## config.mk

```make
export PLATFORM = sky130hd
export DESIGN_NAME = mmio_arbiter
export DESIGN_NICKNAME = d
export VERILOG_FILES = /design/src/rtl/mmio_arbiter.sv
export SDC_FILE = /design/constraint.sdc
export NUM_CORES = 1
export LEC_CHECK = 0
export CAP_MARGIN = 20
export CORE_ASPECT_RATIO = 1.1
export CORE_UTILIZATION = 41
export CTS_BUF_LIST = sky130_fd_sc_hd__clkbuf_16
export CTS_CLUSTER_DIAMETER = 150
export DETAILED_ROUTE_END_ITERATION = 16
export DONT_BUFFER_PORTS = 1
export GPL_ROUTABILITY_DRIVEN = 0
export SYNTH_ARGS = -nofsm -noshare
export SYNTH_HDL_FRONTEND = slang
export SYNTH_SLANG_ARGS = --single-unit
```

## constraint.sdc

```tcl
create_clock -name sys_clk -period 2.5 [get_ports sys_clk]
set_input_delay 0.375 -clock sys_clk [delete_from_list [all_inputs] [get_ports sys_clk]]
set_output_delay 0.375 -clock sys_clk [all_outputs]
set_load 0.01 [all_outputs]
```

## src/rtl/mmio_arbiter.sv

```systemverilog
`default_nettype none
`timescale 1ns/1ps
// ============================================================================
// Module      : mmio_arbiter
// Description : Two-requester round-robin arbiter onto a single MMIO bus, with
//               decode-miss and timeout error completion.
// Revision    : 1.0 - initial release
// ============================================================================
module mmio_arbiter #(
    parameter int TIMEOUT = 255
) (
    input  logic        sys_clk,
    input  logic        rst_n,
    // requester 0 (CPU load/store)
    input  logic        m0_read,
    input  logic        m0_write,
    input  logic [31:0] m0_addr,
    input  logic [31:0] m0_wdata,
    output logic        m0_done,
    output logic        m0_err,
    output logic [31:0] m0_rdata,
    // requester 1 (loader/debug)
    input  logic        m1_read,
    input  logic        m1_write,
    input  logic [31:0] m1_addr,
    input  logic [31:0] m1_wdata,
    output logic        m1_done,
    output logic        m1_err,
    output logic [31:0] m1_rdata,
    // shared MMIO bus
    output logic        mmio_read,
    output logic        mmio_write,
    output logic [31:0] mmio_addr,
    output logic [31:0] mmio_write_data,
    input  logic        mmio_work,
    input  logic        mmio_done,
    input  logic [31:0] mmio_read_data,
    // status
    output logic        grant,
    output logic        busy
);

    localparam logic [7:0] C_TIMEOUT = 8'(TIMEOUT);

    typedef enum logic [1:0] {
        S_IDLE  = 2'd0,
        S_ISSUE = 2'd1,
        S_WAIT  = 2'd2,
        S_RESP  = 2'd3
    } state_t;

    state_t      state_q,   state_d;
    logic        last_q,    last_d;
    logic        grant_q,   grant_d;
    logic        is_read_q, is_read_d;
    logic [31:0] addr_q,    addr_d;
    logic [31:0] wdata_q,   wdata_d;
    logic [7:0]  cnt_q,     cnt_d;
    logic [31:0] rdata_q,   rdata_d;
    logic        err_q,     err_d;

    logic w_req0;
    logic w_req1;
    logic w_win;
    logic w_active;
    logic w_resp;

    assign w_req0 = m0_read | m0_write;
    assign w_req1 = m1_read | m1_write;
    // On a tie the requester not served last wins; otherwise whoever asks.
    assign w_win  = (w_req0 && w_req1) ? ~last_q : w_req1;

    always_ff @(posedge sys_clk or negedge rst_n) begin
        if (!rst_n) begin
            state_q   <= S_IDLE;
            last_q    <= 1'b1;
            grant_q   <= 1'b0;
            is_read_q <= 1'b0;
            addr_q    <= 32'd0;
            wdata_q   <= 32'd0;
            cnt_q     <= 8'd0;
            rdata_q   <= 32'd0;
            err_q     <= 1'b0;
        end else begin
            state_q   <= state_d;
            last_q    <= last_d;
            grant_q   <= grant_d;
            is_read_q <= is_read_d;
            addr_q    <= addr_d;
            wdata_q   <= wdata_d;
            cnt_q     <= cnt_d;
            rdata_q   <= rdata_d;
            err_q     <= err_d;
        end
    end

    always_comb begin
        state_d   = state_q;
        last_d    = last_q;
        grant_d   = grant_q;
        is_read_d = is_read_q;
        addr_d    = addr_q;
        wdata_d   = wdata_q;
        cnt_d     = cnt_q;
        rdata_d   = rdata_q;
        err_d     = err_q;

        case (state_q)
            S_IDLE: begin
                if (w_req0 || w_req1) begin
                    grant_d   = w_win;
                    last_d    = w_win;
                    addr_d    = w_win ? m1_addr  : m0_addr;
                    wdata_d   = w_win ? m1_wdata : m0_wdata;
                    is_read_d = w_win ? m1_read  : m0_read;
                    state_d   = S_ISSUE;
                end
            end
            S_ISSUE: begin
                cnt_d = 8'd0;
                if (mmio_work) begin
                    state_d = S_WAIT;
                end else begin
                    rdata_d = 32'd0;
                    err_d   = 1'b1;
                    state_d = S_RESP;
                end
            end
            S_WAIT: begin
                cnt_d = (cnt_q == 8'hFF) ? cnt_q : cnt_q + 8'd1;
                // A completion landing on the timeout cycle still counts as success.
                if (mmio_done) begin
                    rdata_d = is_read_q ? mmio_read_data : 32'd0;
                    err_d   = 1'b0;
                    state_d = S_RESP;
                end else if (cnt_d >= C_TIMEOUT) begin
                    rdata_d = 32'd0;
                    err_d   = 1'b1;
                    state_d = S_RESP;
                end
            end
            S_RESP: begin
                cnt_d   = 8'd0;
                state_d = S_IDLE;
            end
            default: begin
                state_d = S_IDLE;
            end
        endcase
    end

    assign w_active        = (state_q == S_ISSUE) || (state_q == S_WAIT);
    assign w_resp          = (state_q == S_RESP);

    assign mmio_read       = w_active &  is_read_q;
    assign mmio_write      = w_active & ~is_read_q;
    assign mmio_addr       = w_active ? addr_q  : 32'd0;
    assign mmio_write_data = w_active ? wdata_q : 32'd0;

    assign m0_done         = w_resp & ~grant_q;
    assign m0_err          = m0_done & err_q;
    assign m0_rdata        = m0_done ? rdata_q : 32'd0;
    assign m1_done         = w_resp & grant_q;
    assign m1_err          = m1_done & err_q;
    assign m1_rdata        = m1_done ? rdata_q : 32'd0;

    assign grant           = grant_q;
    assign busy            = (state_q != S_IDLE);

endmodule
`default_nettype wire

```

; ---- After elaboration in Yosys (flattened, before gate mapping)
; Index checks and enable logic that the tools add are counted.
[classes]
n_addsub = 1
n_lt_le_gt_ge = 1
n_eq_ne = 7
muxes = 24
bitwise = 11
n_reduce_logical = 11
[op_table]
columns = operator, n
row1 = $mux W32, 10
row2 = $pmux W32 S2, 1
row3 = $pmux W8 S2, 1
row4 = $add A8 B1 Y8 const B, 1
row5 = $eq A8 B8 Y1 const B, 1
row6 = $ge A8 B8 Y1 const B, 1
row7 = $mux W8, 1
row8 = $pmux W2 S4, 1
row9 = $and A1 B1 Y1, 6
row10 = $mux W1, 6
row11 = $mux W2, 3
row12 = $reduce_bool A2 Y1, 3
row13 = $eq A2 B2 Y1 const B, 2
row14 = $ne A2 B2 Y1 const B, 2
row15 = $reduce_and A2 Y1, 2
row16 = $ne A3 B3 Y1 const B, 1
row17 = $not A1 Y1, 3
row18 = $reduce_and A3 Y1, 1
row19 = $eq A2 B1 Y1 const B, 1
row20 = $logic_not A2 Y1, 1
row21 = $logic_or A1 B1 Y1, 2
row22 = $or A1 B1 Y1, 2
row23 = $pmux W1 S2, 1
row24 = $reduce_or A2 Y1, 1
row25 = $logic_and A1 B1 Y1, 1
[totals]
register_bits = 110
inputBits = 168
output_inout_bits = 136
elab_cells = 64

; ---- Logic depth before layout (Yosys ltp)
[logic_depth]
depth_word = 6
mapped_depth = 8
ltp_nobuf = 7

; ---- Worst setup path after synthesis
; Ideal clock, no wire load.
[synth_timing]
path_type = register to register
startpoint = reg state_q[0]
endpoint = reg state_q[1]
setup_ns = 0.128
arrival_time_ns = 1.868
required_ns = 2.372
setup_slack_ns = 0.505
stages_incl_launch_ff = 8
n_path_buf = 0
synth_period_minus_slack_ns = 1.995
path_cell_list = dfrtp_1 -> inv_1 -> ha_1 -> or2b_2 -> a31oi_1 -> a32oi_4 -> nand3_1 -> mux2_1
[synth_via]
elab_chain_len = 3
word_cells_on_any_way = 8
classes_between = eq/ne (5) / mux (1) / reduce/logical (2)
[synth_lines]
columns = item, line
row1 = from (decl), 52  ; state_t state_q, state_d;
row2 = from (signal assigned), 85  ; state_q <= state_d;
row3 = $eq A2 B2 Y1 or $logic_not A2 Y1 (tied branches), 108  ; case (state_q)
row4 = $ne A3 B3 Y1 (no source line) or $ne A2 B2 Y1 (tied branches), n/a
row5 = $reduce_and A2 Y1 (no source line), n/a
; Parallel ways exist; a longest one is shown, timed or not.
; A chain may end at the register's enable or synchronous reset.

; ---- Worst setup path in the final report
[layout_timing]
startpoint = reg cnt_q[0]
endpoint = reg rdata_q[27]
[layout_via]
elab_chain_len = 5
word_cells_on_any_way = 6
classes_between = add/sub (1) / order compare (1) / eq/ne (2) / mux (1) / reduce/logical (1)
[layout_lines]
columns = item, line
row1 = from (decl), 58  ; logic [7:0] cnt_q, cnt_d;
row2 = from (signal assigned), 91  ; cnt_q <= cnt_d;
row3 = $add A8 B1 Y8 or $eq A8 B8 Y1 (tied branches), 130  ; cnt_d = (cnt_q == 8'hFF) ? cnt_q : cnt_q + 8'd1;
row4 = $mux W8 (*), 130
row5 = $ge A8 B8 Y1 (*), 136  ; end else if (cnt_d >= C_TIMEOUT) begin
row6 = $ne A3 B3 Y1 (no source line) (*), n/a
row7 = $reduce_and A3 Y1 (no source line) (*), n/a
row8 = to (signal assigned), 92  ; rdata_q <= rdata_d;
row9 = to (decl), 59  ; logic [31:0] rdata_q, rdata_d;
; Every way passes the cells marked *; elsewhere a longest branch is shown, timed or not.

==> impl_metrics.yaml <==
run:
  maxCapViolCount: 0
sta:
  tns_ns: 0
  setup_ws_ns: 0.166
  fin_skew_ns: 0.00875
  tightest_slew_ns: 0.670
  slew_violations: 0
  finalHoldViolations: 110
  max_freq_mhz: 428
  finalSetupViolCount: 0
  whs_ns: -0.291
  min_period_over_period: 0.934
  rsz0062_at_grt: "no"
  slew_headroom: 0.553
  period_needed_ns: 2.33
floorplan:
  rows: 45
  io_pins: 304
  core_area_mm2: 0.0140
  die_width_um: 117
  fp.dieArea_mm2: 0.0150
  die_y_um: 129
  initial_core_util: 0.426
detailed_routing:
  drt-initial-drc-count: 127
  drt-pass1-iter-count: 4
  num_vias: 4343
  routed_wl_mm: 14.5
  drt-wirelength-per-cell_um: 18.7
  ant_nets: 0
  drc: 0
  routed_via_density: 5.60
layout:
  nFillCells: 1330
  diodes: 0
  multi_input_area_mm2: 0.00298
  area_delta_synth_final_pct: 7.13
  drive_gt1_frac: 0.0714
  register_area_mm2: 0.00275
  final_util: 0.456
  final_cells: 776
  final_nets: 757
yosys:
  synth_fp_nets: 787
  ys.flop_type: "dfrtp_1"
  syn_inst: 613
  synth_edf_count: 0
  synth_area_per_cell_um2: 9.73
  syn_area_mm2: 0.00597
  synth_warnings: 0
  synth_seq_cells: 110
  synth.distinct_cells: 50
  synth_top_area_share: 0.457
  synth_area_leaders: "dfrtp_1 (46%), mux2i_1 (11%), and2_1 (10%), o21ai_0 (5.9%), nand2_1 (4.8%)"
  synth-async-reset-ratio: 1.00
  yosysSeqAreaShare: 0.462
  yosysTopAreaCell: "dfrtp_1"
power_and_ir_drop:
  power_density_mw_per_mm2: 1310
  p_total_w: 0.00836
  vdd_ir_drop_max_uv: 527
  power.leakage_nw: 3.06
global_routing:
  antenna_found_initial: 0
  grt-ovfl-total: 0
  grt_max_degree: 111
  grt_pass1_vias: 4021
  grtUsageTotal: 0.187
  grt_first_pass_wirelength_mm: 21.1
clock_network:
  clk_pin_slew_ns: 0.08
  cts-root-buf: "clkbuf_16"
  cts_tree: "done"
  clockBufferDepth: 2
  cts.htree.levels: 3
  numCtsBuffers: 9
  clock_latency_ns: 0.36
  post_cts_buffers: 0
  cts_sinks: 110
worst_setup_path:
  worstSetupPathType: "register to register"
  worst_setup_path_start_kind: "register"
  worstPathRequired_ns: 2.74
  cp-end-kind: "register"
  crit_path_max_fanout: 16
  crit_arrival_ns: 2.57
placement:
  dp_hpwl_mm: 10.1
  dp_slack_ns: 0.144
  dp.cells: 759
  port_buffers: 0
hold_path:
  hold_class: "input pin to asynchronous set/reset pin"
run_status:
  failed_checks: "hold timing"
  status: "finished with violations"
-- final cells by class --
class	count	area share
clock buffer	9	0.0352
clock inverter	7	0.0127
inverter	7	0.00411
multi-input combinational	446	0.466
sequential	110	0.431
tap	188	0.0368
timing repair buffer	9	0.0145
-- layout by cell type, fill, tap and decap left out, types with 2 or more instances in the layout --
cell	n
a22o_2	2
o31ai_1	2
mux2i_1	64
a31oi_1	3
a311oi_1	2
nand2_1	77
nand3_4	2
o2111ai_1	2
buf_12	2
clkinv_4	3
and2_1	100
dfrtp_1	109
clkbuf_16	9
and3_1	36
a41oi_1	3
o21ai_0	70
nor2_1	5
nand4_1	2
ha_1	6
nand3_1	3
buf_4	7
a21oi_1	11
nor2b_1	3
a22o_1	31
inv_1	7
-- report_power, final --
part           switching [W]  internal [W]  leakage [nW]
clock               0.000684      0.000792         0.152
sequential          0.000478       0.00258          1.41
combinational        0.00245       0.00138          1.50
total                0.00361       0.00475          3.06
-- registers in the layout (all words and copies together) (netlist names) --
signal,cells
last_q,1
err_q,1
is_read_q,1
grant,1
state_q,2
rdata_q,32
cnt_q,8
addr_q,32
wdata_q,32
-- cell families after synthesis --
kind of cell	after synthesis	synth area share
simple gates	238	0.220
compound gates	134	0.147
flops	110	0.462
mux	66	0.111
buf+inv	58	0.0468
fa+ha+maj	6	0.0126
xor+xnor	1	0.00147
-- per-layer routing --
layer,up-vias,wire (µm),global-route usage,part of all wire
met2,193,7430,0.325,0.51
met1,2062,5930,0.225,0.41
met3,13,952,0.0443,0.065
met5,-,0,0,0
li1,2075,-,-,-
met4,0,222,0.0692,0.015
-- metrics by stage --
stage	area (µm²)	hold WS, ns
4_1_cts	6370	-0.301
6_report	6390	-0.291
5_1_grt	6390	-0.305
3_5_place_dp	6060	0.0843
3_3_place_gp	6060	0.0841
2_1_floorplan	5970	0.0794
-- final timing paths --
kind	from	to	slack [ns]	cells past startpoint
hold reg to reg	addr_q[20]$_DFFE_PN0P_	addr_q[20]$_DFFE_PN0P_	0.48	2
min in group sys_clk	mmio_done	err_q$_DFFE_PN0P_	0.12	1
setup reg to reg	cnt_q[0]$_DFFE_PN0P_	rdata_q[27]$_DFFE_PN0P_	0.17	6
setup / recovery	cnt_q[0]$_DFFE_PN0P_	rdata_q[27]$_DFFE_PN0P_	0.17	6
max in group asynchronous	rst_n	last_q$_DFFE_PN1P_	2.57	0
hold / removal	rst_n	wdata_q[18]$_DFFE_PN0P_	-0.29	0
-- worst max-delay path: stages, from the launching register on --
cell and delay (ns):
dfrtp_1 0.40, ha_1 0.33, nand4_2 0.17, or3_4 0.42, a32oi_4 0.33, nand3_4 0.25
a22o_2 0.31
-- what timing repair did --
item,in CTS,in global routing
pin swaps,0,0
endpoints found under the setup margin,33,30
resized for setup,1,1
cloned,0,1
hold endpoints to repair,110,110
-- Yosys cell counts, drive strengths merged, types with 2 or more instances --
cell type and count:
a21o 2, a32oi 2, a21oi 11, nand2 77, buf 16, a22o 33
o21ai 71, nor2 5, ha 6, nor2b 4, o2111ai 2, or3 2
clkbuf 35, nand4 3, dfrtp 109, a31oi 3, and2 101, and3 36
nand3 4, inv 7, mux2 2, a311oi 2, o31ai 2, a41oi 3
mux2i 64
No activity file was read; power rests on OpenSTA's default activity.
